`src/rtl/piso_pkg.sv`:
```
// Shared types and helpers for the parallel-in/serial-out transmitter.
package piso_pkg;

    typedef enum logic {
        IDLE  = 1'b0,
        SHIFT = 1'b1
    } piso_state_t;

    localparam int PISO_WIDTH_DEFAULT = 4;

    function automatic int cnt_w(input int width);
        return $clog2(width);
    endfunction

endpackage

```
`src/rtl/piso_serializer.sv`:
```
// Parallel-in/serial-out transmitter: MSB-first, one bit per clk, with a one-word
// holding slot so consecutive frames stream with no idle cycle between them.
module piso_serializer
    import piso_pkg::*;
#(
    parameter int WIDTH = PISO_WIDTH_DEFAULT
) (
    input  logic             clk,
    input  logic             rst_n,
    input  logic [WIDTH-1:0] par_i,
    input  logic             par_valid_i,
    output logic             par_ready_o,
    output logic             ser_o,
    output logic             ser_valid_o,
    output logic             frame_o,
    output logic             busy_o
);

    localparam int            CW      = cnt_w(WIDTH);
    localparam logic [CW-1:0] CNT_TOP = CW'(WIDTH - 1);

    piso_state_t      state_q, state_d;
    logic [WIDTH-1:0] shifter_q, shifter_d;
    logic [WIDTH-1:0] hold_q, hold_d;
    logic [CW-1:0]    bit_cnt_q, bit_cnt_d;
    logic             hold_valid_q, hold_valid_d;
    logic             accept;
    logic             load;
    logic             shifting;

    // A reset mid-frame drops the partial word entirely; nothing resumes afterwards.
    always_ff @(posedge clk or negedge rst_n) begin
        if (!rst_n) begin
            state_q      <= IDLE;
            shifter_q    <= '0;
            bit_cnt_q    <= '0;
            hold_q       <= '0;
            hold_valid_q <= 1'b0;
        end else begin
            state_q      <= state_d;
            shifter_q    <= shifter_d;
            bit_cnt_q    <= bit_cnt_d;
            hold_q       <= hold_d;
            hold_valid_q <= hold_valid_d;
        end
    end

    always_comb begin
        state_d      = state_q;
        shifter_d    = shifter_q;
        bit_cnt_d    = bit_cnt_q;
        hold_d       = hold_q;
        hold_valid_d = hold_valid_q;
        accept       = par_valid_i && !hold_valid_q;
        load         = 1'b0;

        case (state_q)
            IDLE: begin
                if (hold_valid_q) begin
                    load    = 1'b1;
                    state_d = SHIFT;
                end
            end
            SHIFT: begin
                shifter_d = shifter_q << 1;
                if (bit_cnt_q == '0) begin
                    if (hold_valid_q) begin
                        load = 1'b1;
                    end else begin
                        state_d = IDLE;
                    end
                end else begin
                    bit_cnt_d = bit_cnt_q - 1'b1;
                end
            end
        endcase

        // Accept and load never coincide: accept needs an empty slot, load a full one.
        if (load) begin
            shifter_d    = hold_q;
            bit_cnt_d    = CNT_TOP;
            hold_valid_d = 1'b0;
        end
        if (accept) begin
            hold_d       = par_i;
            hold_valid_d = 1'b1;
        end
    end

    always_comb begin
        shifting    = (state_q == SHIFT);
        ser_valid_o = shifting;
        ser_o       = shifting & shifter_q[WIDTH-1];
        frame_o     = shifting && (bit_cnt_q == CNT_TOP);
        busy_o      = shifting || hold_valid_q;
        par_ready_o = !hold_valid_q;
    end

endmodule

```
`config.mk`:
```
export PLATFORM = sky130hd
export DESIGN_NAME = piso_serializer
export DESIGN_NICKNAME = d
export VERILOG_FILES = /design/src/rtl/piso_pkg.sv /design/src/rtl/piso_serializer.sv
export SDC_FILE = /design/constraint.sdc
export NUM_CORES = 1
export LEC_CHECK = 0
export CELL_PAD_IN_SITES_DETAIL_PLACEMENT = 0
export CELL_PAD_IN_SITES_GLOBAL_PLACEMENT = 1
export CORE_MARGIN = 1
export CORE_UTILIZATION = 33
export DETAILED_ROUTE_END_ITERATION = 7
export HOLD_SLACK_MARGIN = 0.15
export PLACE_DENSITY = 0.77
export SYNTH_ARGS = -nofsm -noshare
export SYNTH_HDL_FRONTEND = slang
export SYNTH_SLANG_ARGS = --single-unit
```
`constraint.sdc`:
```
create_clock -name clk -period 1.3 [get_ports clk]
set_clock_uncertainty 0.2 [all_clocks]
set_input_delay 0.26 -clock clk [delete_from_list [all_inputs] [get_ports clk]]
set_output_delay 0.26 -clock clk [all_outputs]
set_load 0.03 [all_outputs]
```
==> impl_metrics.tcl, run 1 <==
set metrics [dict create \
    status "finished, violations left" \
    failed_checks "setup timing" \
    reg2reg_depth 5 \
    slowest_stage "dfrtp_1" \
    synth_top_family_by_area "simple AND/OR/NAND/NOR gates" \
    grt_pass1_wl_um 2300 \
    die_x_um 44.2 \
    num_rows 14 \
    startpoint "ser_valid_o$_DFF_PN0_" \
    finalCritPeriodShare 1.23 \
    ys_ff_latch 12 \
    antenna_found_initial 0 \
    power.switching_mw 1.15 \
    regToRegSetupSlack_ps -200 \
    drc 0 \
    drt_iter0_drc 9 \
    cts_tree "done" \
    grt_overflow 0 \
    r2r_end "ser_valid_o$_DFF_PN0_" \
    vias_per_cell 5.03 \
    worstSetupPathDepth 3 \
    post-route-util 0.663 \
    seq_power_share 0.242 \
    drtAntennaViolNets 0 \
    synthXorXnorAreaFrac 0 \
    path_class "register to output port" \
    grt_max_degree 13 \
    clock-sinks 12 \
    worstReg2RegStart "bit_cnt_q[1]$_DFFE_PN0P_" \
    tightest_slew_ps 233 \
    power.density_mw_per_mm2 2890 \
    synth_cell_types 22 \
    synth_compound_area_frac 0.126 \
    ir_drop_mv 1.53 \
    synth_nets 60 \
    power_frac_comb 0.661 \
    setup-violations-final 17 \
    synth.area.mux_share 0.0938 \
    hpwl_um 825 \
    synth_top_area_frac 0.512 \
    antenna_cells 0 \
    drv_slew 0 \
    postLayoutCellArea_mm2 0.00105 \
    yosys-top-cells-area "dfrtp_1, mux2_2, ha_1" \
    synth_warnings 0 \
    path_max_fanout 5 \
    post-place-ws_ps -457 \
    syn_inst 51 \
    fin_crit_ps 1600 \
    rsz0062_at_grt "yes" \
    netlist.top_cell.by_area "dfrtp_1" \
    worstPathCellList "buf_6 -> or2_4 -> buf_6" \
    max_freq_mhz 627 \
    clk_path_buf_depth 2 \
    drt-wirelength-per-cell_um 15.4 \
    p_leak_nw 0.483 \
    maxCapViolCount 0 \
    final_nets 96 \
    cpLargestDelayFamily "flip-flops" \
    drive_above_1_share 0.616 \
    area_growth_pct 78.3 \
    sw_frac_of_total 0.379 \
    crit_buf_inv 2 \
    cts_made_buffers 3 \
    syn_area_um2 587 \
    htree_levels 1 \
    dr_total_vias 513 \
    pin_count 12 \
    track_usage 0.169 \
    synth_adder_area_share 0.0426 \
    cp-end-kind "output port" \
    p_int_mw 1.88 \
    crit_path_start_kind "register" \
    initial_utilization 0.372 \
    crit_required_ps 840 \
    cts.clk_slew.worst_paths_ps 80 \
    hold_path.class "register to register" \
    avgSynthCellArea_um2 11.5 \
    n_fill_cell 129 \
    cts-root-buf "clkbuf_4" \
    worst_slack_ps -296 \
    crit_end "busy_o" \
    core_area_mm2 0.00158 \
    p_clk_frac 0.097 \
    slew_headroom 0.844 \
    synth_simple_gate_area_frac 0.168 \
    critical_path.max_stage_delay_ps 390 \
    dieArea_mm2 0.00195 \
    cp.arrival_ps 1140 \
    place_area_um2 757 \
    crit_top_cell "buf_6" \
    regArea_um2 302 \
    hold_viol_final 0 \
    die_h_um 44.2 \
    firstDrtPassIters 5 \
    multi_input_area_um2 334 \
    clock_latency_ps 270 \
    portBuffers 11 \
    gp_routability_congestion 0.757 \
    drt_wl_total_um 1570 \
    grt_pass1_vias 467 \
    yosysSeqAreaShare 0.512 \
]
-- kinds of logic (layout without fill, tap and decap cells) --
group                      after synthesis  count (layout)
muxes                                    5               5
adders and majority gates                2               2
DFF                                     12              12
buffers and inverters                    5              40
AOI/OAI and AO/OA                       11              11
and+or+nand+nor                         16              16
-- stage by stage --
| step | power (mW) | setup TNS [ps] | hold WS (ps) | std cells |
|---|---|---|---|---|
| floorplan | 1.49 | -534 | -236 | 51 |
| global placement | 1.85 | -2880 | 294 | 85 |
| detailed placement | 1.89 | -3190 | 303 | 85 |
| CTS | 2.56 | -2290 | 332 | 93 |
| global route | 3.20 | -3270 | 382 | 102 |
| finish | 3.03 | -2660 | 369 | 102 |
-- cells in the final DEF (no fill, tap or decap), drive strengths merged --
| master | synthesis | routed |
|---|---|---|
| a211oi | 3 | 3 |
| a21bo | 1 | 1 |
| a21o | 1 | 1 |
| a21oi | 2 | 2 |
| and2 | 2 | 2 |
| and2b | 1 | 1 |
| buf | 2 | 25 |
| clkbuf | 0 | 5 |
| clkdlybuf4s50 | 0 | 6 |
| dfrtp | 12 | 12 |
| dlygate4sd3 | 0 | 1 |
| ha | 2 | 2 |
| inv | 3 | 3 |
| mux2 | 4 | 4 |
| mux2i | 1 | 1 |
| nand2 | 1 | 1 |
| nand3 | 1 | 1 |
| nor2 | 3 | 3 |
| nor2b | 4 | 4 |
| nor3 | 2 | 2 |
| o21ai | 1 | 1 |
| o22ai | 3 | 3 |
| or2 | 2 | 2 |
-- worst min path at each step --
stage               depth (start not counted)                     start  slack (ps)                  endpoint
detailed placement                          2  shifter_q[1]$_DFFE_PN0P_         300  shifter_q[2]$_DFFE_PN0P_
CTS                                         2  shifter_q[1]$_DFFE_PN0P_         330  shifter_q[2]$_DFFE_PN0P_
global route                                2  shifter_q[1]$_DFFE_PN0P_         380  shifter_q[2]$_DFFE_PN0P_
finish                                      2  shifter_q[1]$_DFFE_PN0P_         370  shifter_q[2]$_DFFE_PN0P_
floorplan                                   0                     rst_n        -240  bit_cnt_q[0]$_DFFE_PN0P_
global placement                            2  shifter_q[1]$_DFFE_PN0P_         290  shifter_q[2]$_DFFE_PN0P_
-- flip-flops by register name (all words and copies together), names as in the netlist --
| signal | cells |
|---|---|
| ser_valid_o | 1 |
| hold_q | 4 |
| bit_cnt_q | 2 |
| hold_valid_q | 1 |
| shifter_q | 4 |
-- routing by layer --
layer / GRT usage / share of wire
met1: 0.192 / 0.42
met4: 0.0909 / 0.0057
met5: 0 / 0
met2: 0.294 / 0.55
met3: 0.0367 / 0.024
-- cell usage after synthesis --
| cell | n |
|---|---|
| nor3_1 | 2 |
| a211oi_1 | 3 |
| and2b_2 | 1 |
| nand3_1 | 1 |
| ha_1 | 2 |
| nor2_1 | 3 |
| nor2b_1 | 3 |
| inv_1 | 3 |
| nor2b_4 | 1 |
| o21ai_0 | 1 |
| a21bo_2 | 1 |
| buf_6 | 2 |
| nand2_1 | 1 |
| mux2i_1 | 1 |
| o22ai_1 | 3 |
| dfrtp_1 | 12 |
| a21oi_1 | 2 |
| or2_2 | 1 |
| mux2_2 | 4 |
| a21o_1 | 1 |
| and2_2 | 2 |
| or2_1 | 1 |
-- worst min-delay path, cell delays in order (launching register included) --
cell and delay (ps):
dfrtp_1 380, o22ai_2 80, nor2_1 70
-- repair_timing --
action	CTS	global route
hold buffers	1	0
gates cloned	0	1
resized for setup	33	11
endpoints found under the hold margin	12	0
buffers inserted	3	8
pin swaps	4	8
setup endpoints to repair	17	17
-- power groups by stage --
| stage | logic, mW | registers, mW | clock network (mW) |
|---|---|---|---|
| after floorplan | 0.778 | 0.711 | 0 |
| after global routing | 2.13 | 0.751 | 0.320 |
| after CTS | 1.53 | 0.723 | 0.303 |
| after global placement | 1.17 | 0.688 | 0 |
| after detailed placement | 1.19 | 0.704 | 0 |
| final | 2.00 | 0.733 | 0.294 |
-- layout make-up --
class | instances | area share
Sequential cell | 12 | 0.288
Clock buffer | 4 | 0.0347
Inverter | 3 | 0.0179
Tap cell | 16 | 0.0191
Timing Repair Buffer | 33 | 0.321
Multi-Input combinational cell | 34 | 0.319
Note: power is estimated with default switching activity, not from simulation.
==> inputs of run 2 (changes only) <==
--- a/config.mk
+++ b/config.mk
@@ -8,10 +8,10 @@
 export CELL_PAD_IN_SITES_DETAIL_PLACEMENT = 0
 export CELL_PAD_IN_SITES_GLOBAL_PLACEMENT = 1
 export CORE_MARGIN = 1
-export CORE_UTILIZATION = 33
+export CORE_UTILIZATION = 37
 export DETAILED_ROUTE_END_ITERATION = 7
 export HOLD_SLACK_MARGIN = 0.15
-export PLACE_DENSITY = 0.77
+export PLACE_DENSITY = 0.81
 export SYNTH_ARGS = -nofsm -noshare
 export SYNTH_HDL_FRONTEND = slang
 export SYNTH_SLANG_ARGS = --single-unit
==> constraint.sdc (replaced) <==
create_clock -name clk -period 1.82 [get_ports clk]
set_clock_uncertainty 0.2 [all_clocks]
set_input_delay 0.364 -clock clk [delete_from_list [all_inputs] [get_ports clk]]
set_output_delay 0.364 -clock clk [all_outputs]
set_load 0.03 [all_outputs]
==> impl_metrics.tcl, run 2 (synthesis gave the netlist of run 1 again) <==
set metrics [dict create \
    status "finished, final reports clean" \
    dr_total_vias 414 \
    cts_tree "done" \
    clk_path_buf_depth 2 \
    post-place-ws_ps -33.3 \
    antenna_found_initial 0 \
    rsz0062_at_grt "no" \
    grt_max_degree 17 \
    critical_path.max_stage_delay_ps 410 \
    max_freq_mhz 573 \
    postLayoutCellArea_um2 752 \
    crit_top_cell "buf_4" \
    p_leak_nw 0.345 \
    drtAntennaViolNets 0 \
    vias_per_cell 4.87 \
    startpoint "ser_valid_o$_DFF_PN0_" \
    gp_routability_congestion 0.732 \
    largestRegisters "hold_q (4), shifter_q (4), bit_cnt_q (2)" \
    finalCritPeriodShare 0.960 \
    slew_headroom 0.641 \
    drt-met1-wl_um 527 \
    pin_count 12 \
    drt_iter0_drc 6 \
    post-place-cells 81 \
    die_h_um 41.8 \
    layout_commonest_cell "dfrtp_1" \
    worstSetupPathDepth 3 \
    power.density_mw_per_mm2 1960 \
    maxCapViolCount 0 \
    cp-end-kind "output port" \
    final_nets 79 \
    antenna_cells 0 \
    path_max_fanout 7 \
    r2r_end "ser_valid_o$_DFF_PN0_" \
    cpLargestDelayFamily "flip-flops" \
    reg2reg_depth 5 \
    worstReg2RegStart "bit_cnt_q[0]$_DFFE_PN0P_" \
    drt_wl_total_um 974 \
    core_area_mm2 0.00149 \
    cts.clk_slew.worst_paths_ps 80 \
    drt-wirelength-per-cell_um 11.5 \
    hold_path.class "primary input to asynchronous set/reset pin" \
    cts-root-buf "clkbuf_4" \
    fin_crit_ps 1750 \
    n_fill_cell 134 \
    top_layer_used "met4" \
    ir_drop_mv 0.942 \
    grt_overflow 0 \
    drv_slew 0 \
    cts_made_buffers 3 \
    track_usage 0.125 \
    total_power_mw 1.47 \
    hold_ws_ps 230 \
    tightest_slew_ps 536 \
    area_growth_pct 28.1 \
    crit_path_start_kind "register" \
    firstDrtPassIters 3 \
    clock-sinks 12 \
    layout.cells.non_filler 85 \
    crit_required_ps 1260 \
    num_rows 14 \
    regToRegSetupSlack_ps 260 \
    dr_wl_met3_um 57 \
    path_class "register to output port" \
    die_x_um 41.8 \
    slowest_stage "dfrtp_1" \
    postCtsHoldBufs 0 \
    most-common-layout-cells "dfrtp_1, buf_4, clkdlybuf4s50_1, mux2_2" \
    drc 0 \
    clock_latency_ps 280 \
    hold_viol_final 0 \
    initial_utilization 0.394 \
    drive_above_1_share 0.333 \
    hpwl_um 648 \
    grt_pass1_vias 353 \
    crit_buf_inv 2 \
    place_area_um2 727 \
    wl_met2_um 357 \
    cp.arrival_ps 1180 \
    htree_levels 1 \
    worstPathCellList "buf_4 -> and2_2 -> buf_4" \
    dieArea_mm2 0.00175 \
    setup-violations-final 0 \
    worst_slack_ps 73.6 \
    portBuffers 11 \
    crit_end "ser_o" \
    grt_pass1_wl_um 1540 \
]
[run 2: changes by cell type in the layout (fill, tap and decap cells not counted), sizes merged]
cell	previous run	this run
buf	25	9
dlygate4sd2	0	1
dlygate4sd3	1	0
clkbuf	5	4
[run 2: timing repair]
item                                    4_1_cts  5_1_grt
setup buffers                                 0        0
endpoints found under the setup margin        3        1
resized for setup                             9        2
[run 2: worst min path at each step]
stage                                     endpoint  slack (ps)
after global placement    shifter_q[2]$_DFFE_PN0P_         290
final                     hold_valid_q$_DFFE_PN0P_         230
after floorplan           bit_cnt_q[0]$_DFFE_PN0P_        -130
after CTS                 shifter_q[3]$_DFFE_PN0P_         250
after detailed placement  shifter_q[2]$_DFFE_PN0P_         290
after global routing      hold_valid_q$_DFFE_PN0P_         280
[run 2: metrics by stage]
| step | setup TNS (ps) | util |
|---|---|---|
| finish | 0 | 0.505 |
| global route | 0 | 0.505 |
| CTS | -33.5 | 0.509 |
| detailed placement | -47.4 | 0.488 |
| global placement | -28.1 | 0.488 |
| floorplan | 0 | - |
[run 2: area by class of cell]
class | instances | area, µm² | share of cell area
inverters | 3 | 11.3 | 0.0150
repair buffers | 16 | 131 | 0.175
well taps | 16 | 20.0 | 0.0266
multi-input cells | 34 | 253 | 0.336
flip-flops and latches | 12 | 300 | 0.399
clock buffers | 4 | 36.3 | 0.0483
[run 2: metal layers]
metal  up-vias  global-route usage
met5         -                   0
met4         0               0.116
met3         4              0.0391
met2        11               0.147
met1       187               0.176
li1        212                   -
[run 2: power breakdown]
group          internal (mW)  switching (mW)
Sequential             0.404          0.0781
Clock                  0.122          0.0970
Combinational          0.364           0.407
==> inputs of run 3 (changes only) <==
--- a/config.mk
+++ b/config.mk
@@ -5,6 +5,7 @@
 export SDC_FILE = /design/constraint.sdc
 export NUM_CORES = 1
 export LEC_CHECK = 0
+export CAP_MARGIN = 20
 export CELL_PAD_IN_SITES_DETAIL_PLACEMENT = 0
 export CELL_PAD_IN_SITES_GLOBAL_PLACEMENT = 1
 export CORE_MARGIN = 1
==> results of run 3 <==
The final DEF is identical to that of run 2; final timing and power are the same.
